==> config.mk <==
export PLATFORM = sky130hd
export DESIGN_NAME = dmem_arbiter
export DESIGN_NICKNAME = d
export VERILOG_FILES = /design/src/rtl/dmem_arbiter.sv
export SDC_FILE = /design/constraint.sdc
export NUM_CORES = 1
export LEC_CHECK = 0
export ABC_AREA = 1
export CAP_MARGIN = 10
export CORE_MARGIN = 5
export CORE_UTILIZATION = 30
export DETAILED_ROUTE_END_ITERATION = 10
export SYNTH_ARGS = -nofsm -noshare
export SYNTH_HDL_FRONTEND = slang
export SYNTH_SLANG_ARGS = --single-unit
export TNS_END_PERCENT = 20
==> constraint.sdc <==
create_clock -name clk -period 1.5 [get_ports clk]
set_input_delay 0.3 -clock clk [delete_from_list [all_inputs] [get_ports clk]]
set_output_delay 0.3 -clock clk [all_outputs]
set_load 0.02 [all_outputs]
==> src/rtl/dmem_arbiter.sv <==
`default_nettype none
// ============================================================================
// Module   : dmem_arbiter
// Purpose  : Round-robin CPU/debug arbiter for a single-port word memory with
//            sub-word load extraction and read-modify-write sub-word stores.
// Revision : 1.0 - initial release
// ============================================================================
module dmem_arbiter #(
    parameter int ADDR_W = 32
) (
    input  logic              clk,
    input  logic              reset,

    input  logic              cpu_req,
    input  logic              cpu_we,
    input  logic [1:0]        cpu_size,
    input  logic              cpu_signed,
    input  logic [ADDR_W-1:0] cpu_addr,
    input  logic [31:0]       cpu_wdata,
    output logic              cpu_done,
    output logic              cpu_err,
    output logic [31:0]       cpu_rdata,

    input  logic              dbg_req,
    input  logic              dbg_we,
    input  logic [1:0]        dbg_size,
    input  logic              dbg_signed,
    input  logic [ADDR_W-1:0] dbg_addr,
    input  logic [31:0]       dbg_wdata,
    output logic              dbg_done,
    output logic              dbg_err,
    output logic [31:0]       dbg_rdata,

    output logic              mem_en,
    output logic              mem_we,
    output logic [ADDR_W-1:0] mem_addr,
    output logic [31:0]       mem_wdata,
    input  logic [31:0]       mem_rdata
);

    localparam logic [2:0] S_IDLE = 3'd0;
    localparam logic [2:0] S_RD   = 3'd1;
    localparam logic [2:0] S_CAP  = 3'd2;
    localparam logic [2:0] S_WR   = 3'd3;
    localparam logic [2:0] S_DONE = 3'd4;

    logic [2:0]        state_q,  state_d;
    logic              owner_q,  owner_d;   // 0 = cpu, 1 = dbg
    logic              last_q,   last_d;    // last served port
    logic              we_q,     we_d;
    logic [1:0]        size_q,   size_d;
    logic              signed_q, signed_d;
    logic [ADDR_W-1:0] addr_q,   addr_d;
    logic [15:0]       wdata_q,  wdata_d;
    logic              err_q,    err_d;
    logic [31:0]       data_q,   data_d;

    logic              w_grant_cpu;
    logic              w_grant_dbg;
    logic              w_req_we;
    logic [1:0]        w_req_size;
    logic              w_req_signed;
    logic [ADDR_W-1:0] w_req_addr;
    logic [31:0]       w_req_wdata;
    logic              w_misalign;
    logic [7:0]        w_byte;
    logic [15:0]       w_half;
    logic [31:0]       w_extracted;
    logic [31:0]       w_merged;
    logic              w_done;
    logic              w_rdata_ok;

    // CPU wins unless dbg also requests and the CPU was served last.
    assign w_grant_cpu  = cpu_req && (!dbg_req || last_q);
    assign w_grant_dbg  = dbg_req && !w_grant_cpu;
    assign w_req_we     = w_grant_dbg ? dbg_we     : cpu_we;
    assign w_req_size   = w_grant_dbg ? dbg_size   : cpu_size;
    assign w_req_signed = w_grant_dbg ? dbg_signed : cpu_signed;
    assign w_req_addr   = w_grant_dbg ? dbg_addr   : cpu_addr;
    assign w_req_wdata  = w_grant_dbg ? dbg_wdata  : cpu_wdata;
    assign w_misalign   = ((w_req_size == 2'b01) && w_req_addr[0]) ||
                          (w_req_size[1] && (w_req_addr[1:0] != 2'b00));

    // Big-endian lanes: offset 0 is the most significant byte.
    always_comb begin
        w_byte = 8'h00;
        case (addr_q[1:0])
            2'b00:   w_byte = mem_rdata[31:24];
            2'b01:   w_byte = mem_rdata[23:16];
            2'b10:   w_byte = mem_rdata[15:8];
            default: w_byte = mem_rdata[7:0];
        endcase
        w_half = addr_q[1] ? mem_rdata[15:0] : mem_rdata[31:16];

        w_extracted = mem_rdata;
        case (size_q)
            2'b00:   w_extracted = {{24{signed_q & w_byte[7]}}, w_byte};
            2'b01:   w_extracted = {{16{signed_q & w_half[15]}}, w_half};
            default: w_extracted = mem_rdata;
        endcase

        w_merged = mem_rdata;
        if (size_q == 2'b00) begin
            case (addr_q[1:0])
                2'b00:   w_merged[31:24] = wdata_q[7:0];
                2'b01:   w_merged[23:16] = wdata_q[7:0];
                2'b10:   w_merged[15:8]  = wdata_q[7:0];
                default: w_merged[7:0]   = wdata_q[7:0];
            endcase
        end else if (addr_q[1]) begin
            w_merged[15:0] = wdata_q;
        end else begin
            w_merged[31:16] = wdata_q;
        end
    end

    always_comb begin
        state_d  = state_q;
        owner_d  = owner_q;
        last_d   = last_q;
        we_d     = we_q;
        size_d   = size_q;
        signed_d = signed_q;
        addr_d   = addr_q;
        wdata_d  = wdata_q;
        err_d    = err_q;
        data_d   = data_q;
        case (state_q)
            S_IDLE: begin
                if (w_grant_cpu || w_grant_dbg) begin
                    owner_d  = w_grant_dbg;
                    we_d     = w_req_we;
                    size_d   = w_req_size;
                    signed_d = w_req_signed;
                    addr_d   = w_req_addr;
                    wdata_d  = w_req_wdata[15:0];
                    err_d    = w_misalign;
                    data_d   = 32'h0;
                    if (w_misalign) begin
                        state_d = S_DONE;
                    end else if (w_req_we && w_req_size[1]) begin
                        data_d  = w_req_wdata;
                        state_d = S_WR;
                    end else begin
                        state_d = S_RD;
                    end
                end
            end
            S_RD:   state_d = S_CAP;
            S_CAP: begin
                data_d  = we_q ? w_merged : w_extracted;
                state_d = we_q ? S_WR : S_DONE;
            end
            S_WR:   state_d = S_DONE;
            S_DONE: begin
                last_d  = owner_q;
                state_d = S_IDLE;
            end
            default: state_d = S_IDLE;
        endcase
    end

    always_ff @(posedge clk) begin
        if (!reset) begin
            state_q  <= S_IDLE;
            owner_q  <= 1'b0;
            last_q   <= 1'b1;
            we_q     <= 1'b0;
            size_q   <= 2'b00;
            signed_q <= 1'b0;
            addr_q   <= '0;
            wdata_q  <= 16'h0;
            err_q    <= 1'b0;
            data_q   <= 32'h0;
        end else begin
            state_q  <= state_d;
            owner_q  <= owner_d;
            last_q   <= last_d;
            we_q     <= we_d;
            size_q   <= size_d;
            signed_q <= signed_d;
            addr_q   <= addr_d;
            wdata_q  <= wdata_d;
            err_q    <= err_d;
            data_q   <= data_d;
        end
    end

    // Strobes are masked by reset so a reset edge never commits a write.
    assign mem_en    = reset && ((state_q == S_RD) || (state_q == S_WR));
    assign mem_we    = reset && (state_q == S_WR);
    assign mem_addr  = ((state_q == S_RD) || (state_q == S_WR)) ?
                       {addr_q[ADDR_W-1:2], 2'b00} : '0;
    assign mem_wdata = (state_q == S_WR) ? data_q : 32'h0;

    assign w_done     = (state_q == S_DONE);
    assign w_rdata_ok = w_done && !we_q && !err_q;
    assign cpu_done   = w_done && !owner_q;
    assign dbg_done   = w_done &&  owner_q;
    assign cpu_err    = cpu_done && err_q;
    assign dbg_err    = dbg_done && err_q;
    assign cpu_rdata  = (w_rdata_ok && !owner_q) ? data_q : 32'h0;
    assign dbg_rdata  = (w_rdata_ok &&  owner_q) ? data_q : 32'h0;

endmodule
`default_nettype wire

==> results of run 1 <==
timing repair:
item                                    in CTS  in global routing
cloned                                       6                  0
pin swaps                                    5                  4
gates resized for setup                    745                 36
setup buffers                                6                  2
endpoints found under the setup margin     212                220
worst min-delay path by stage:
stage	start	endpoint	slack, ns	depth (start not counted)
floorplan	last_q$_SDFFE_PN1N_	last_q$_SDFFE_PN1N_	0.43	2
global placement	last_q$_SDFFE_PN1N_	last_q$_SDFFE_PN1N_	0.46	2
detailed placement	last_q$_SDFFE_PN1N_	last_q$_SDFFE_PN1N_	0.47	2
CTS	dbg_addr[30]	addr_q[30]$_SDFFE_PN0P_	0.48	3
global route	dbg_addr[30]	addr_q[30]$_SDFFE_PN0P_	0.49	3
finish	last_q$_SDFFE_PN1N_	last_q$_SDFFE_PN1N_	0.49	2
metal layers:
| metal | vias up | wire [um] | share of wire, % |
|---|---|---|---|
| met5 | - | 0 | 0 |
| met4 | 0 | 1010 | 3.0 |
| met3 | 47 | 3100 | 9.3 |
| met2 | 406 | 15700 | 47 |
| met1 | 4283 | 13700 | 41 |
| li1 | 4844 | - | - |
area by class of cell:
class	instances	area, um^2	area share (%)
clock buffers	10	229	1.85
clock inverters	6	95.1	0.768
multi-input cells	962	4920	39.7
well taps	319	399	3.23
repair buffers	423	4250	34.3
inverters	179	677	5.47
flip-flops and latches	90	1810	14.6
cell usage after synthesis (all sizes together):
master / n / area [um^2]
a211oi: 10 / 75.1
a21oi: 118 / 591
buf: 47 / 259
clkbuf: 43 / 161
conb: 1 / 3.75
dfxtp: 90 / 1800
inv: 179 / 672
mux2i: 8 / 80.1
nand2: 390 / 1480
nand3: 116 / 586
nand3b: 3 / 22.5
nor2: 177 / 689
nor3: 2 / 15.0
o211ai: 26 / 195
o21ai: 109 / 546
or2: 1 / 6.26
state kept, by name, indices dropped and copies added, names as in the netlist:
register  cells
last_q        1
state_q       3
owner_q       1
we_q          1
wdata_q      16
signed_q      1
size_q        2
addr_q       32
err_q         1
data_q       32
power by group:
group | internal (W) | leakage [nW] | switching (W)
clock network | 0.00148 | 0.158 | 0.00106
logic | 0.00274 | 4.83 | 0.00409
registers | 0.00294 | 0.746 | 0.000374
cell usage in the layout, fill, tap and decap left out, drive strengths merged:
cell type      count
dlymetal6s2s       2
a21oi            118
conb               2
o21ai            109
buf              253
nor2             177
clkbuf            10
nand2            390
o211ai            26
mux2i              8
a211oi            10
nand3            116
bufinv             2
or2                1
inv              182
nand3b             3
clkinv             1
dfxtp             90
clkdlybuf4s50    168
nor3               2
kinds of logic (layout without fill, tap and decap cells):
kind of cell / count (synthesis) / in the layout
simple gates: 689 / 689
buf+inv: 269 / 618
compound gates: 263 / 263
flops: 90 / 90
mux: 8 / 8
other cells: 1 / 2
critical path, cell delays in order, from the launching register on:
cell     delay [ns]
dfxtp_2        0.33
inv_2          0.07
nand2_4        0.06
nor2_4         0.08
inv_2          0.07
nor2_4         0.13
nand3_4        0.08
buf_12         0.17
buf_16         0.16
nor2_4         0.10
buf_6          0.12
per-stage QoR:
stage | hold WS, ns | instances
2_1_floorplan | 0.433 | 1321
3_3_place_gp | 0.463 | 1960
3_5_place_dp | 0.474 | 1960
4_1_cts | 0.479 | 1988
5_1_grt | 0.487 | 1989
6_report | 0.487 | 1989
==> results.sh, run 1 <==
export IMPL_status="finished with violations"
export IMPL_violations="negative setup slack"
export IMPL_synth_compound_area_share_pct=19.6
export IMPL_antenna_cells=0
export IMPL_hold_viol_final=0
export IMPL_fp_dieW_um=165
export IMPL_fmaxAchievable_mhz=495
export IMPL_fin_crit_sh_pct=135
export IMPL_synthCells=1320
export IMPL_ys_seq_elements=90
export IMPL_rsz0062_at_grt="true"
export IMPL_clk_latency_ns=0.35
export IMPL_initial_utilization_pct=30.5
export IMPL_total_power_w=0.0127
export IMPL_worst_slack_ns=-0.522
export IMPL_critPathCaptureType="output port"
export IMPL_yosysSeqAreaShare_pct=25.1
export IMPL_finalSetupTns_ns=-56.77
export IMPL_final_util_pct=52.6
export IMPL_grt_pass1_vias=9288
export IMPL_drt_iter0_markers=664
export IMPL_cp_arrival_ns=1.72
export IMPL_syn_area_per_cell_um2=5.44
export IMPL_holdBufCountCts=0
export IMPL_clock_skew_ns=0.00734
export IMPL_cts_clk_slew_worst_paths_ns=0.07
export IMPL_nNetsFinal=1837
export IMPL_grt_use_met2_pct=40.7
export IMPL_die_height_um=165
export IMPL_r2r_cells=12
export IMPL_grt_first_pass_wirelength_um=50900
export IMPL_place_ws_ns=-0.605
export IMPL_clock_sinks=90
export IMPL_power_density_nw_per_um2=1030
export IMPL_drv_slew=0
export IMPL_syn_area_um2=7180
export IMPL_maxCapViolations=0
export IMPL_track_usage_pct=24.0
export IMPL_io_pins=306
export IMPL_fin_crit_ns=2.02
export IMPL_drtPass1Iterations=5
export IMPL_tightestPinTransition_ns=0.742
export IMPL_synth_cell_types=27
export IMPL_globalplace_congestion=0.916
export IMPL_reg2reg_to="data_q[13]$_SDFFE_PN0P_"
export IMPL_synth_xor_area_share_pct=0
export IMPL_num_vias=9580
export IMPL_r2r_start="state_q[0]$_SDFFE_PN0P_"
export IMPL_grt_use_met3_pct=6.44
export IMPL_vias_per_cell=4.82
export IMPL_drive_gt1_share_pct=23.1
export IMPL_cts_tree="done"
export IMPL_synth_mux_area_share_pct=1.12
export IMPL_core_area_um2=23500
export IMPL_path_max_fanout=6
export IMPL_synth_adder_area_share_pct=0
export IMPL_synth_top_family_by_area="simple AND/OR/NAND/NOR gates"
export IMPL_final_cell_area_um2=12400
export IMPL_cp_endpoint="dbg_rdata[24]"
export IMPL_cp_startpoint="state_q[0]$_SDFFE_PN0P_"
export IMPL_drcViolationCount=0
export IMPL_hpwl_um=25500
export IMPL_min_path_type="register to register"
export IMPL_worstPathRequired_ns=1.20
export IMPL_grt_start_max_net_pins=76
export IMPL_cts_root_buf="clkbuf_16"
export IMPL_use_met1_pct=29.4
export IMPL_clockBufferDepth=2
export IMPL_finalSetupViolations=192
export IMPL_postPlaceCellArea_um2=11700
export IMPL_antenna_found_initial=0
export IMPL_worstSetupPathType="register to output port"
export IMPL_fillers=2477
export IMPL_htree_levels=3
export IMPL_port_buffers=303
export IMPL_startpoint_type="register"
export IMPL_leakage_nw=5.73
export IMPL_slew_headroom_pct=50.5
export IMPL_grt_overflow=0
export IMPL_rows=56
export IMPL_routed_wl_um=33500
export IMPL_postRouteAntennaNets=0
export IMPL_wl_per_cell_um=16.9
export IMPL_ys_warn_count=0
export IMPL_die_area_um2=27100
export IMPL_reg2reg_slack_ns=-0.13
export IMPL_cts_made_buffers=9
export IMPL_syn2layout_area_growth_pct=72.4
export IMPL_max_vdd_ir_drop_v=0.000709
export IMPL_grt_busiest_layer="met2"
export IMPL_yosys_area_share_simple_pct=38.9
(Power assumes the default switching activity.)
==> inputs of run 2 (changes only) <==
Settings changed: PLACE_DENSITY set to 0.63.
==> results.sh, run 2 (same netlist as run 1, synthesis figures left out) <==
export IMPL_core_area_um2=23500
export IMPL_die_height_um=165
export IMPL_grt_overflow=0
export IMPL_fillers=2533
export IMPL_power_density_nw_per_um2=1020
export IMPL_cts_root_buf="clkbuf_16"
export IMPL_globalplace_congestion=0.918
export IMPL_die_area_um2=27100
export IMPL_clock_sinks=90
export IMPL_critPathCaptureType="output port"
export IMPL_routed_wl_um=34000
export IMPL_place_ws_ns=-0.617
export IMPL_io_pins=306
export IMPL_dp_cells=1993
export IMPL_clock_skew_ns=0.0131
export IMPL_worstPathRequired_ns=1.20
export IMPL_nNetsFinal=1864
export IMPL_hpwl_um=26900
export IMPL_hold_viol_final=0
export IMPL_postRouteAntennaNets=0
export IMPL_grt_start_max_net_pins=34
export IMPL_fmaxAchievable_mhz=485
export IMPL_vias_per_cell=4.81
export IMPL_status="finished with violations"
export IMPL_worstSetupPathType="register to output port"
export IMPL_clk_latency_ns=0.36
export IMPL_finalSetupViolations=170
export IMPL_syn2layout_area_growth_pct=72.1
export IMPL_min_path_type="input pin to register"
export IMPL_startpoint_type="register"
export IMPL_drt_iter0_markers=543
export IMPL_max_vdd_ir_drop_v=0.000769
export IMPL_violations="negative setup slack"
export IMPL_worst_slack_ns=-0.561
export IMPL_cts_clk_slew_worst_paths_ns=0.06
export IMPL_layoutNonFillerInstCount=2015
export IMPL_layout_common_cells="nand2_1 (383), clkdlybuf4s50_1 (170), inv_1 (169)"
export IMPL_holdBufCountCts=0
export IMPL_wl_per_cell_um=16.9
export IMPL_drcViolationCount=0
export IMPL_grt_pass1_vias=9411
export IMPL_grt_first_pass_wirelength_um=51800
export IMPL_cts_tree="done"
export IMPL_maxCapViolations=0
export IMPL_antenna_found_initial=0
export IMPL_leakage_nw=5.77
export IMPL_port_buffers=303
export IMPL_htree_levels=3
export IMPL_holdWs_ns=0.458
export IMPL_num_vias=9697
export IMPL_fin_crit_sh_pct=137
export IMPL_drive_gt1_share_pct=24.1
export IMPL_initial_utilization_pct=30.5
export IMPL_track_usage_pct=24.2
export IMPL_largestRegisters="addr_q (32), data_q (32), wdata_q (16)"
export IMPL_drv_slew=0
export IMPL_cts_made_buffers=9
export IMPL_total_power_w=0.0126
export IMPL_antenna_cells=0
export IMPL_final_common_cell="nand2_1"
export IMPL_cp_arrival_ns=1.76
export IMPL_fin_crit_ns=2.06
export IMPL_fp_dieW_um=165
export IMPL_rsz0062_at_grt="true"
export IMPL_drtPass1Iterations=7
export IMPL_rows=56
export IMPL_path_max_fanout=6
export IMPL_clockBufferDepth=2
==> run 2: layout make-up <==
class	count	area (um^2)	area share (%)
Multi-Input combinational cell	962	4900	39.7
Timing Repair Buffer	450	4300	34.8
Sequential cell	90	1810	14.6
Inverter	179	679	5.50
Tap cell	319	399	3.23
Clock buffer	10	229	1.85
Clock inverter	5	40.0	0.324
==> run 2: metrics by stage <==
stage / utilization [%] / TNS [ns] / instance area (um^2)
final: 52.5 / -58.14 / 12400
after global routing: 52.5 / -77.78 / 12400
after CTS: 51.9 / -66.82 / 12200
after detailed placement: 50.9 / -101.28 / 12000
after global placement: 50.9 / -98.07 / 12000
after floorplan: - / -8.28 / 7780
==> run 2: power by group <==
part / leakage (nW) / internal [W] / total, W / switching [W]
clock network: 0.121 / 0.00113 / 0.00219 / 0.00107
registers: 0.747 / 0.00294 / 0.00331 / 0.000370
logic: 4.90 / 0.00291 / 0.00710 / 0.00419
total: 5.77 / 0.00697 / 0.0126 / 0.00563
==> run 2: final timing paths <==
kind / start / end / slack, ns / depth (start not counted)
max: state_q[0]$_SDFFE_PN0P_ / dbg_rdata[8] / -0.56 / 9
max reg2reg: state_q[0]$_SDFFE_PN0P_ / data_q[20]$_SDFFE_PN0P_ / -0.21 / 13
min: reset / owner_q$_SDFFE_PN0P_ / 0.46 / 4
min reg2reg: wdata_q[13]$_SDFFE_PN0P_ / wdata_q[13]$_SDFFE_PN0P_ / 0.49 / 2
==> run 2: worst max-delay path, cell delays in order (launching register included) <==
cell             delay (ns)
dfxtp_2                0.32
inv_2                  0.07
nand2_4                0.06
nor2_4                 0.10
inv_2                  0.07
nor2_4                 0.14
nand3_4                0.13
buf_6                  0.19
nor2_4                 0.07
clkdlybuf4s15_2        0.25
==> run 2: timing repair <==
action / in CTS / in global routing
gates resized for setup: 555 / 181
pin swaps: 0 / 1
buffers inserted: 4 / 0
cloned: 0 / 3
endpoints found under the setup margin: 204 / 220
endpoints found under the hold margin: 0 / 0
==> run 2: per-layer routing <==
metal	track usage [%]	wire length, um	up-vias
li1	-	-	4885
met4	5.07	547	0
met2	42.3	16600	389
met5	0	0	-
met3	6.96	3060	26
met1	29.6	13800	4397
